## config.mk

```make
export PLATFORM = sky130hd
export DESIGN_NAME = alu_job_master_flat
export DESIGN_NICKNAME = d
export VERILOG_FILES = /design/src/rtl/alu_job_master_if.sv /design/src/rtl/alu_job_master.sv /design/src/flat_wrapper.sv
export SDC_FILE = /design/constraint.sdc
export NUM_CORES = 1
export LEC_CHECK = 0
export BUFFER_PORTS_ARGS = -buffer_cell sky130_fd_sc_hd__buf_2
export CORE_MARGIN = 1.5
export CORE_UTILIZATION = 30
export DETAILED_ROUTE_END_ITERATION = 6
export PLACE_DENSITY = 0.58
export REMOVE_ABC_BUFFERS = 1
export SLEW_MARGIN = 10
export SYNTH_ARGS = -nofsm -noshare
export SYNTH_HDL_FRONTEND = slang
export SYNTH_SLANG_ARGS = --single-unit
```

## constraint.sdc

```tcl
create_clock -name clk -period 13.19 [get_ports clk]
set_clock_uncertainty 0.2 [all_clocks]
set_input_delay 1.9785 -clock clk [delete_from_list [all_inputs] [get_ports clk]]
set_output_delay 1.9785 -clock clk [all_outputs]
set_load 0.02 [all_outputs]
```

## src/rtl/alu_job_master_if.sv

```systemverilog
// Bus master port bundle for alu_job_master: request/write/address/data out,
// grant/read data back from the ALU/RAM bus.
interface alu_job_master_if;
   logic        M_req;
   logic        M_wr;
   logic [7:0]  M_addr;
   logic [31:0] M_dout;
   logic        M_grant;
   logic [31:0] M_din;

   modport master (
      output M_req, M_wr, M_addr, M_dout,
      input  M_grant, M_din
   );

   modport slave (
      input  M_req, M_wr, M_addr, M_dout,
      output M_grant, M_din
   );
endinterface

```

## src/rtl/alu_job_master.sv

```systemverilog
// Batch ALU job master: fetches A/B/opcode per job from RAM, drives the ALU, polls, stores result.
// Optional feature macro: POLL_TIMEOUT_EN (bounded polling, 32'hDEAD_BEEF result and sticky error).
module alu_job_master #(
   parameter logic [7:0] ALU_BASE = 8'h00,
   parameter logic [7:0] RAM_BASE = 8'h20,
   parameter logic [7:0] TIMEOUT  = 8'd255
) (
   input  logic                 clk,
   input  logic                 reset,
   input  logic                 start,
   input  logic [3:0]           job_count,
   output logic                 busy,
   output logic                 done,
   output logic                 error,
   alu_job_master_if.master     bus
);

   localparam logic [7:0]  OFS_OPA  = 8'd0;
   localparam logic [7:0]  OFS_OPB  = 8'd1;
   localparam logic [7:0]  OFS_OPC  = 8'd2;
   localparam logic [7:0]  OFS_GO   = 8'd3;
   localparam logic [7:0]  OFS_STAT = 8'd4;
   localparam logic [7:0]  OFS_RES  = 8'd5;
   localparam logic [31:0] FAIL_RES = 32'hDEAD_BEEF;

   typedef enum logic [3:0] {
      S_IDLE, S_RD_A, S_RD_B, S_RD_C, S_WR_A, S_WR_B, S_WR_C,
      S_WR_GO, S_POLL, S_RD_RES, S_WR_RES, S_DONE
   } state_t;

   state_t      state_q, state_d;
   logic        cap_q, cap_d;
   logic        capc_q, capc_d;
   logic [3:0]  k_q, k_d;
   logic [3:0]  cnt_q, cnt_d;
   logic [31:0] opa_q, opa_d;
   logic [31:0] opb_q, opb_d;
   logic [31:0] opc_q, opc_d;
   logic        busy_q, busy_d;
   logic        done_q, done_d;
   logic        err_q, err_d;
   logic        req_q, req_d;
   logic        wr_q, wr_d;
   logic [7:0]  addr_q, addr_d;
   logic [31:0] dout_q, dout_d;
   logic        xfer_s;
   logic [3:0]  k_inc_s;
`ifdef POLL_TIMEOUT_EN
   logic [7:0]  polls_q, polls_d;
`endif

   function automatic logic [7:0] ram_addr(input logic [2:0] k, input logic [1:0] w);
      return RAM_BASE + {3'b000, k, w};
   endfunction

   assign xfer_s  = req_q & bus.M_grant;
   assign k_inc_s = k_q + 4'd1;

   // Read states use cap_q as their capture half; the opcode read (RD_C) captures
   // while WR_A is already being issued, tracked separately by capc_q.
   always_comb begin
      state_d = state_q;
      cap_d   = cap_q;
      capc_d  = 1'b0;
      k_d     = k_q;
      cnt_d   = cnt_q;
      opa_d   = opa_q;
      opb_d   = opb_q;
      opc_d   = capc_q ? bus.M_din : opc_q;
      busy_d  = busy_q;
      done_d  = 1'b0;
      err_d   = err_q;
      req_d   = req_q;
      wr_d    = wr_q;
      addr_d  = addr_q;
      dout_d  = dout_q;
`ifdef POLL_TIMEOUT_EN
      polls_d = polls_q;
`endif
      case (state_q)
         S_IDLE: begin
            if (start) begin
               k_d   = 4'd0;
               err_d = 1'b0;
               cnt_d = (job_count > 4'd8) ? 4'd8 : job_count;
               if (job_count == 4'd0) begin
                  state_d = S_DONE;
                  done_d  = 1'b1;
                  busy_d  = 1'b0;
               end else begin
                  state_d = S_RD_A;
                  busy_d  = 1'b1;
                  req_d   = 1'b1;
                  wr_d    = 1'b0;
                  addr_d  = ram_addr(3'd0, 2'd0);
               end
            end else begin
               busy_d = 1'b0;
            end
         end
         S_RD_A: begin
            if (cap_q) begin
               opa_d   = bus.M_din;
               cap_d   = 1'b0;
               state_d = S_RD_B;
               req_d   = 1'b1;
               addr_d  = ram_addr(k_q[2:0], 2'd1);
            end else if (xfer_s) begin
               cap_d = 1'b1;
               req_d = 1'b0;
            end else begin
               req_d = 1'b1;
            end
         end
         S_RD_B: begin
            if (cap_q) begin
               opb_d   = bus.M_din;
               cap_d   = 1'b0;
               state_d = S_RD_C;
               req_d   = 1'b1;
               addr_d  = ram_addr(k_q[2:0], 2'd2);
            end else if (xfer_s) begin
               cap_d = 1'b1;
               req_d = 1'b0;
            end else begin
               req_d = 1'b1;
            end
         end
         S_RD_C: begin
            if (xfer_s) begin
               capc_d  = 1'b1;
               state_d = S_WR_A;
               wr_d    = 1'b1;
               addr_d  = ALU_BASE + OFS_OPA;
               dout_d  = opa_q;
            end else begin
               capc_d = 1'b0;
            end
         end
         S_WR_A: begin
            if (xfer_s) begin
               state_d = S_WR_B;
               addr_d  = ALU_BASE + OFS_OPB;
               dout_d  = opb_q;
            end else begin
               state_d = S_WR_A;
            end
         end
         S_WR_B: begin
            if (xfer_s) begin
               state_d = S_WR_C;
               addr_d  = ALU_BASE + OFS_OPC;
               dout_d  = opc_q;
            end else begin
               state_d = S_WR_B;
            end
         end
         S_WR_C: begin
            if (xfer_s) begin
               state_d = S_WR_GO;
               addr_d  = ALU_BASE + OFS_GO;
               dout_d  = 32'h0000_0001;
            end else begin
               state_d = S_WR_C;
            end
         end
         S_WR_GO: begin
            if (xfer_s) begin
               state_d = S_POLL;
               wr_d    = 1'b0;
               addr_d  = ALU_BASE + OFS_STAT;
`ifdef POLL_TIMEOUT_EN
               polls_d = 8'd0;
`endif
            end else begin
               state_d = S_WR_GO;
            end
         end
         S_POLL: begin
            if (cap_q) begin
               cap_d = 1'b0;
               req_d = 1'b1;
               if (bus.M_din[0]) begin
                  state_d = S_RD_RES;
                  addr_d  = ALU_BASE + OFS_RES;
               end else begin
`ifdef POLL_TIMEOUT_EN
                  if (polls_q == (TIMEOUT - 8'd1)) begin
                     err_d   = 1'b1;
                     state_d = S_WR_RES;
                     wr_d    = 1'b1;
                     addr_d  = ram_addr(k_q[2:0], 2'd3);
                     dout_d  = FAIL_RES;
                  end else begin
                     polls_d = polls_q + 8'd1;
                  end
`else
                  state_d = S_POLL;
`endif
               end
            end else if (xfer_s) begin
               cap_d = 1'b1;
               req_d = 1'b0;
            end else begin
               req_d = 1'b1;
            end
         end
         S_RD_RES: begin
            if (cap_q) begin
               cap_d   = 1'b0;
               state_d = S_WR_RES;
               req_d   = 1'b1;
               wr_d    = 1'b1;
               addr_d  = ram_addr(k_q[2:0], 2'd3);
               dout_d  = bus.M_din;
            end else if (xfer_s) begin
               cap_d = 1'b1;
               req_d = 1'b0;
            end else begin
               req_d = 1'b1;
            end
         end
         S_WR_RES: begin
            if (xfer_s) begin
               if (k_inc_s < cnt_q) begin
                  k_d     = k_inc_s;
                  state_d = S_RD_A;
                  wr_d    = 1'b0;
                  addr_d  = ram_addr(k_inc_s[2:0], 2'd0);
               end else begin
                  state_d = S_DONE;
                  req_d   = 1'b0;
                  done_d  = 1'b1;
                  busy_d  = 1'b0;
               end
            end else begin
               state_d = S_WR_RES;
            end
         end
         S_DONE: begin
            state_d = S_IDLE;
         end
         default: begin
            state_d = S_IDLE;
            cap_d   = 1'b0;
            req_d   = 1'b0;
            busy_d  = 1'b0;
         end
      endcase
   end

   // State and registered bus/status outputs.
   always_ff @(posedge clk or posedge reset) begin
      if (reset) begin
         state_q <= S_IDLE;
         cap_q   <= 1'b0;
         capc_q  <= 1'b0;
         k_q     <= 4'd0;
         cnt_q   <= 4'd0;
         opa_q   <= 32'h0;
         opb_q   <= 32'h0;
         opc_q   <= 32'h0;
         busy_q  <= 1'b0;
         done_q  <= 1'b0;
         err_q   <= 1'b0;
         req_q   <= 1'b0;
         wr_q    <= 1'b0;
         addr_q  <= 8'h00;
         dout_q  <= 32'h0;
`ifdef POLL_TIMEOUT_EN
         polls_q <= 8'd0;
`endif
      end else begin
         state_q <= state_d;
         cap_q   <= cap_d;
         capc_q  <= capc_d;
         k_q     <= k_d;
         cnt_q   <= cnt_d;
         opa_q   <= opa_d;
         opb_q   <= opb_d;
         opc_q   <= opc_d;
         busy_q  <= busy_d;
         done_q  <= done_d;
         err_q   <= err_d;
         req_q   <= req_d;
         wr_q    <= wr_d;
         addr_q  <= addr_d;
         dout_q  <= dout_d;
`ifdef POLL_TIMEOUT_EN
         polls_q <= polls_d;
`endif
      end
   end

   assign busy       = busy_q;
   assign done       = done_q;
   assign bus.M_req  = req_q;
   assign bus.M_wr   = wr_q;
   assign bus.M_addr = addr_q;
   assign bus.M_dout = dout_q;
`ifdef POLL_TIMEOUT_EN
   assign error      = err_q;
`else
   assign error      = 1'b0;
`endif

endmodule

```

## src/flat_wrapper.sv

```systemverilog
// flat-port wrapper written by rule: the top's interface ports become plain ports
module alu_job_master_flat 
#(
   parameter logic [7:0] ALU_BASE = 8'h00,
   parameter logic [7:0] RAM_BASE = 8'h20,
   parameter logic [7:0] TIMEOUT  = 8'd255
)
  (clk, reset, start, job_count, busy, done, error, bus_M_req, bus_M_wr, bus_M_addr, bus_M_dout, bus_M_grant, bus_M_din);
  alu_job_master_if bus_i ();
  input  logic clk;
  input  logic reset;
  input  logic start;
  input  logic [3:0] job_count;
  output logic busy;
  output logic done;
  output logic error;
  output wire logic [$bits(bus_i.M_req)-1:0] bus_M_req;
  output wire logic [$bits(bus_i.M_wr)-1:0] bus_M_wr;
  output wire logic [$bits(bus_i.M_addr)-1:0] bus_M_addr;
  output wire logic [$bits(bus_i.M_dout)-1:0] bus_M_dout;
  input wire logic [$bits(bus_i.M_grant)-1:0] bus_M_grant;
  input wire logic [$bits(bus_i.M_din)-1:0] bus_M_din;
  assign bus_M_req = bus_i.M_req;
  assign bus_M_wr = bus_i.M_wr;
  assign bus_M_addr = bus_i.M_addr;
  assign bus_M_dout = bus_i.M_dout;
  assign bus_i.M_grant = bus_M_grant;
  assign bus_i.M_din = bus_M_din;
  alu_job_master #(.ALU_BASE(ALU_BASE), .RAM_BASE(RAM_BASE), .TIMEOUT(TIMEOUT)) u_core (.clk(clk), .reset(reset), .start(start), .job_count(job_count), .busy(busy), .done(done), .error(error), .bus(bus_i));
endmodule
```

[Word-level counts from Yosys, hierarchy flattened]
Index checks and enable logic that the tools add are counted.
Operators by class
  $lt $le $gt $ge: 2
  add/subtract/negate cells: 5
  multiplexer cells: 68
  equality and inequality tests: 26
  reduce and logical (&&, ||, !) cells: 20
  bitwise logic cells: 3
Operators with widths (number)
  $mux W32: 5
  $pmux W32 S5: 1
  $mux W8: 14
  $pmux W8 S11: 1
  $mux W4: 14
  $pmux W4 S11: 1
  $add A6 B5 Y7 const A: 4
  $mux W1: 25
  $ne A2 B1 Y1 const B: 11
  $eq A4 B3 Y1 const B: 4
  $eq A4 B4 Y1 const B: 4
  $reduce_and A15 Y1: 1
  $reduce_and A6 Y1: 2
  $reduce_bool A11 Y1: 1
  $reduce_bool A5 Y1: 2
  $reduce_or A10 Y1: 1
  $eq A4 B2 Y1 const B: 2
  $logic_not A4 Y1: 2
  $ne A2 B2 Y1 const B: 4
  $pmux W4 S2: 1
  $reduce_and A8 Y1: 1
  $reduce_or A8 Y1: 1
  $reduce_and A2 Y1: 3
  $reduce_or A6 Y1: 1
  16 further kinds: 18
Storage, ports and cells
  word-level logic and storage cells: 138
  output and inout port bits: 45
  bits in registers: 154
  input port bits: 40

[Depth between registers and ports, before layout]
Gate-level depths: netlist of the first run.
  depth after elaboration: 5
  gate-level depth with buffers: 9
  depth with buffers taken out: 8

[Worst setup path after synthesis of the first run]
No wires, ideal clock.
  path kind: input -> register
  start: input port job_count[0]
  end: register u_core.addr_q[0], in the netlist u_core.bus.M_addr[0]
  path buffers: 1
  stages: 6
  library setup time: 125 ps
  setup slack: 9515 ps
  data arrival time: 3350 ps
  cell sequence: or4_1 -> a21oi_2 -> a211oi_1 -> o2111a_1 -> buf_6 -> mux2_4
Between the ends
  cells in the longest elaborated chain, start to end: 3
Ends and longest elaborated chain
  from (decl): line flat_wrapper.sv:13  | input logic [3:0] job_count;
  $logic_not A4 Y1: line alu_job_master.sv:86  | if (job_count == 4'd0) begin
  $ne A2 B2 Y1 (no source line)
  $reduce_and A15 Y1 (no source line)
  to (signal assigned): line alu_job_master.sv:287  | addr_q <= addr_d;
  to (decl): line alu_job_master.sv:44  | logic [7:0] addr_q, addr_d;
No other way between the ends.
A chain may end at the register's enable or synchronous reset.

[Worst setup path after layout of the first run]
  start: input port job_count[0]
  end: register u_core.addr_q[1], in the netlist u_core.bus.M_addr[1]
The elaborated chain is that of the path after synthesis.

==> results of run 1 <==
-- sequential cells by signal, indices dropped and copies added (netlist names) --
register           flops
u_core.busy            1
u_core.opb_q          32
u_core.cnt_q           4
u_core.cap_q           1
u_core.bus.M_req       1
u_core.opa_q          32
u_core.bus.M_addr      6
u_core.capc_q          1
u_core.bus.M_wr        1
u_core.bus.M_dout     32
u_core.k_q             4
u_core.done            1
u_core.opc_q          32
u_core.state_q         4
-- worst paths after layout --
path	from	endpoint	slack [ns]	cells past startpoint
max	job_count[0]	u_core.bus.M_addr[1]	9.70	6
min	u_core.cnt_q[0]	u_core.cnt_q[0]	0.28	2
max reg2reg	u_core.state_q[1]	u_core.opa_q[21]	10.13	3
min reg2reg	u_core.cnt_q[0]	u_core.cnt_q[0]	0.28	2
max in group asynchronous	reset	u_core.capc_q	9.87	3
min in group asynchronous	reset	u_core.bus.M_dout[15]	1.50	2
-- report_power, final --
part	leakage (nW)	internal (mW)	switching (mW)	total, mW
Combinational	1.39	0.326	0.379	0.705
Sequential	1.79	0.687	0.145	0.831
Clock	0.262	0.265	0.201	0.467
Total	3.44	1.28	0.725	2.00
-- area by class of cell --
class	count	area [µm²]
inverters	8	35.03
fillers	2282	14580
multi-input cells	385	2930
clock buffers	19	442.9
well taps	285	356.6
diodes	1	2.502
clock inverters	13	121.4
repair buffers	85	435.4
flip-flops and latches	152	3805
-- metrics by stage --
step | hold slack, ns | cells | cell area [µm²] | power, mW | utilization, %
floorplan | 0.2423 | 545 | 6731 | 1.325 | -
detailed placement | 0.2733 | 915 | 7562 | 1.549 | 33.30
global placement | 0.2637 | 915 | 7562 | 1.535 | 33.30
global route | 0.3138 | 947 | 8127 | 2.143 | 35.79
CTS | 0.2882 | 947 | 8127 | 2.021 | 35.79
finish | 0.2844 | 948 | 8129 | 2.002 | 35.80
-- kinds of logic after synthesis --
family / synth area share, %
AO/OA/AOI/OAI: 13.49
XOR/XNOR: 0.6295
adder cells (fa/ha/maj): 0.8633
buffers and inverters: 3.777
flip-flops: 54.68
multiplexers: 17.57
other: 0.05391
AND/OR/NAND/NOR: 8.939
-- Yosys cell counts (all sizes together) (3+ instances only) --
library cell,number,share of area (%)
a21o,3,0.32
a21oi,12,0.92
a222oi,32,4.6
a31oi,31,2.8
buf,28,2.3
clkbuf,19,1.0
dfrtp,152,55
ha,4,0.72
inv,7,0.38
mux2,106,17
nand2,51,2.8
nand2b,7,0.63
nand3,6,0.43
nor2,54,2.9
nor2b,4,0.36
o211ai,4,0.43
o21ai,19,1.4
o22ai,3,0.27
o31ai,3,0.32
or4,3,0.38
xnor2,4,0.50
-- layer usage --
layer,vias to the layer above,wire (µm),GRT usage [%]
li1,2299,-,-
met5,-,0,0
met1,2442,7847,19.55
met2,153,7650,22.64
met3,24,954,3.398
met4,0,320,5.760
-- tightest hold or removal path, stage by stage (launching register included) --
cell	delay, ns
dfrtp_1	0.35
nand2_1	0.05
o21ai_0	0.06
-- layout by cell type (no fill, tap or decap), types with 3 or more instances in the layout --
cell | Yosys | routed
ha_1 | 4 | 4
conb_1 | 1 | 3
dfrtp_1 | 152 | 151
nor2b_1 | 4 | 4
nand2_1 | 51 | 51
nor2_1 | 54 | 51
nand2b_1 | 7 | 7
a21o_1 | 3 | 3
xnor2_1 | 4 | 4
inv_1 | 6 | 5
nand3_1 | 6 | 4
nor2_4 | 0 | 3
o31ai_1 | 3 | 3
clkbuf_16 | 0 | 17
a31oi_1 | 31 | 31
clkinvlp_4 | 0 | 5
mux2_4 | 5 | 5
inv_6 | 0 | 3
clkinv_4 | 0 | 3
a222oi_1 | 32 | 32
buf_2 | 18 | 81
buf_4 | 5 | 4
a21oi_1 | 11 | 11
mux2_2 | 100 | 100
o21ai_0 | 18 | 18
o22ai_1 | 3 | 3
o211ai_1 | 4 | 4
==> impl_metrics.yaml, run 1 <==
place:
  gp_congestion: 0.7801
  dp_hpwl_um: 10060
  portBuffers: 81
  dp_slack_ns: 9.281
logic_synthesis:
  yosysWarnings: 0
  synth_flop_cell: "dfrtp_1"
  async_flop_share_pct: 100.0
  synth_seq_cells: 152
  syn_avg_cell_area_um2: 11.79
  synth_cells: 590
  yosys.cell_types.count: 60
  synth_edf_count: 0
  synth_area_um2: 6957
  yosysSeqAreaShare_pct: 54.68
status:
  outcome: "completed"
power_and_ir_drop:
  power.leakage_nw: 3.441
  p_per_area_nw_per_um2: 246.3
  ir_drop_uv: 105.3
timing:
  rsz0062_at_grt: "false"
  final.min_clock_period_ns: 3.487
  drv_slew: 0
  fin_crit_sh_pct: 26.43
  tightest_slew_ns: 1.041
  tns_ns: 0
  finalHoldViolCount: 0
  layout_setup_ws_ns: 9.703
  setup_viol: 0
  slew_headroom_pct: 30.53
  fmax_mhz: 286.8
clocking:
  cts.clk_slew.worst_paths_ns: 0.06
  cts_setup_buffers: 0
  clock_path_buffers: 2
  h-tree-depth: 4
  clock_latency_ns: 0.43
  cts_root_buffer: "clkbuf_16"
  ctsHoldBuffers: 0
  cts_resized: 0
  cts_buffers: 17
  cts.sinks: 152
  tritoncts: "built"
setup_path:
  cp-start-kind: "primary input"
  crit_family: "simple AND/OR/NAND/NOR gates"
  path_class: "in -> reg"
  critPathRequiredTime_ns: 13.31
  crit_path_cell_trace: "buf_2 > or4_1 > a21oi_2 > a211oi_1 > o2111a_1 > mux2_4"
  crit_arrival_ns: 3.60
  max_stage_delay_ns: 0.63
  end_kind: "flop"
  critical_path.max_fanout: 6
  crit_buf_inv: 1
  cpMaxStageDelayCell: "or4_1"
global_route:
  grt_max_degree: 86
  overflow: 0
  antenna_found_initial: 1
  grt_pass1_vias: 4837
  grt.total_usage_pct: 14.53
  grt_pass1_wl_um: 26800
detailed_routing:
  vias_per_cell: 5.188
  drt_iter0_markers: 481
  drt.antenna.violating_nets: 0
  vias: 4918
  totalWireLength_um: 16770
  wl_per_cell_um: 17.69
  dr.pass1.iters: 6
  drcViolationCount: 0
cells_and_area:
  synthToLayoutAreaGrowth_pct: 16.85
  layout-drive-gt1-share_pct: 35.20
  layout.nets: 693
die:
  rows: 55
  die_x_um: 155.3
  die_h_um: 155.3
  design.core.area_um2: 22710
  start_util_pct: 30.63
  die-area_um2: 24110
  ios: 85
min_path:
  min_path_type: "reg -> reg"
flow_run:
  max_cap_violations: 0
No activity file was read; power rests on OpenSTA's default activity.
==> run 2: changes to the inputs <==
Clock period 13.19 ns to 3.45 ns, I/O delays scaled along.
==> run 2 against run 1 <==
Against the previous run: global-route usage rose by 0.080 points; cell area rose by 2.7%; flip-flop and latch count did not move; core utilization rose by 0.96 points; largest cell class unchanged; power rose to 4.0 times the previous value; critical path type is now reg -> reg.
==> impl_metrics.yaml, run 2 (synthesized netlist as in run 1, its figures left out) <==
detailed_routing:
  drt_iter0_markers: 490
  wl_per_cell_um: 17.70
  totalWireLength_um: 16970
  dr.pass1.iters: 6
  vias_per_cell: 5.240
  drcViolationCount: 0
  drt.antenna.violating_nets: 0
  vias: 5025
cells_and_area:
  final_cell_mix: "151 x dfrtp_1, 100 x mux2_2, 81 x buf_2"
  synthToLayoutAreaGrowth_pct: 19.98
  final_cell_count_no_fill: 959
  fillCellCount: 2241
  mostFrequentLayoutCell: "dfrtp_1"
  layout.nets: 704
  layout-drive-gt1-share_pct: 35.66
timing:
  slew_headroom_pct: 34.09
  layout_setup_ws_ns: 0.4952
  fin_crit_sh_pct: 85.65
  setup_viol: 0
  fmax_mhz: 338.4
  tns_ns: 0
  tightest_slew_ns: 0.9863
  rsz0062_at_grt: "false"
  finalHoldViolCount: 0
  drv_slew: 0
  final.min_clock_period_ns: 2.955
status:
  outcome: "completed"
place:
  dp_slack_ns: 0.6217
  gp_congestion: 0.7981
  dp_hpwl_um: 10750
  dp.cells: 925
  portBuffers: 81
setup_path:
  crit_path_cell_trace: "ha_1 > ha_1 > o211ai_1 > o211ai_1 > a211oi_1 > o2111a_1 > mux2_4"
  max_stage_delay_ns: 0.49
  path_class: "reg -> reg"
  cpMaxStageDelayCell: "o2111a_1"
  critPathRequiredTime_ns: 3.55
  end_kind: "flop"
  cp-start-kind: "flop"
  crit_arrival_ns: 3.05
  critical_path.max_fanout: 7
power_and_ir_drop:
  ir_drop_uv: 393.7
  power.leakage_nw: 3.562
  p_per_area_nw_per_um2: 968.8
die:
  start_util_pct: 30.63
  die_h_um: 155.3
  design.core.area_um2: 22710
  ios: 85
  die-area_um2: 24110
  die_x_um: 155.3
  rows: 55
clocking:
  clock_path_buffers: 2
  tritoncts: "built"
  cts_setup_buffers: 0
  h-tree-depth: 4
  cts.clk_slew.worst_paths_ns: 0.06
  clock_latency_ns: 0.41
  cts.sinks: 152
  cts_buffers: 17
  cts_root_buffer: "clkbuf_16"
global_route:
  grt_pass1_wl_um: 27360
  grt.total_usage_pct: 14.61
  antenna_found_initial: 1
  grt_max_degree: 63
  overflow: 0
  grt_pass1_vias: 4845
flow_run:
  max_cap_violations: 0
min_path:
  min_path_type: "in -> reg"
[run 2: changes by cell type in the layout (fill, tap and decap cells not counted), moves of 2 or more]
cell / previous run / this run
buf_4: 4 / 13
bufinv_16: 1 / 7
clkbuf_1: 1 / 4
clkinv_2: 2 / 0
clkinvlp_4: 5 / 1
[run 2: metal layers]
metal  vias up  GRT usage [%]  part of all wire [%]
li1       2322              -                     -
met1      2537          20.66                    48
met2       150          22.27                    45
met3        16          2.730                   5.4
met4         0          5.397                   1.3
met5         -              0                     0
[run 2: timing repair]
action,CTS,global route
hold buffers,1,0
hold endpoints to repair,10,0
resized for setup,0,0
[run 2: power breakdown]
group	switching (mW)	leakage, nW	total [mW]	internal, mW
clock network	0.731	0.326	2.17	1.44
logic	1.48	1.45	2.75	1.27
registers	0.545	1.79	3.17	2.63
[run 2: area by class of cell]
cell class,instances,area (µm²),share of cell area (%)
tap,285,356.6,4.272
antenna,1,2.502,0.02998
clock inverter,11,244.0,2.923
timing repair buffer,96,533.0,6.386
inverter,8,35.03,0.4197
sequential,152,3805,45.59
multi-input combinational,385,2930,35.11
clock buffer,21,440.4,5.277
[run 2: worst max-delay path, delay by kind of cell (launching register included)]
kind	cells	cell delay, ns
mux	1	0.33
fa+ha+maj	2	0.66
flops	1	0.45
compound gates	4	1.20
[run 2: stage by stage]
step	power, mW	utilization [%]	hold WS, ns	instance area (µm²)
6_report	8.086	36.75	0.1633	8347
5_1_grt	8.603	36.75	0.1598	8347
4_1_cts	8.165	36.74	0.1431	8344
3_5_place_dp	5.972	33.69	0.2617	7650
3_3_place_gp	5.913	33.69	0.2544	7650
2_1_floorplan	5.067	-	0.2423	6731
[run 2: worst paths after layout]
| path | startpoint | endpoint | slack [ns] | cells past startpoint |
|---|---|---|---|---|
| setup / recovery | u_core.k_q[0] | u_core.bus.M_addr[1] | 0.50 | 7 |
| hold / removal | job_count[0] | u_core.cnt_q[0] | 0.16 | 3 |
| setup reg to reg | u_core.k_q[0] | u_core.bus.M_addr[1] | 0.50 | 7 |
| hold reg to reg | u_core.busy | u_core.busy | 0.27 | 1 |
| max in group asynchronous | reset | u_core.opc_q[11] | 1.79 | 4 |
| min in group asynchronous | reset | u_core.bus.M_dout[3] | 0.52 | 3 |
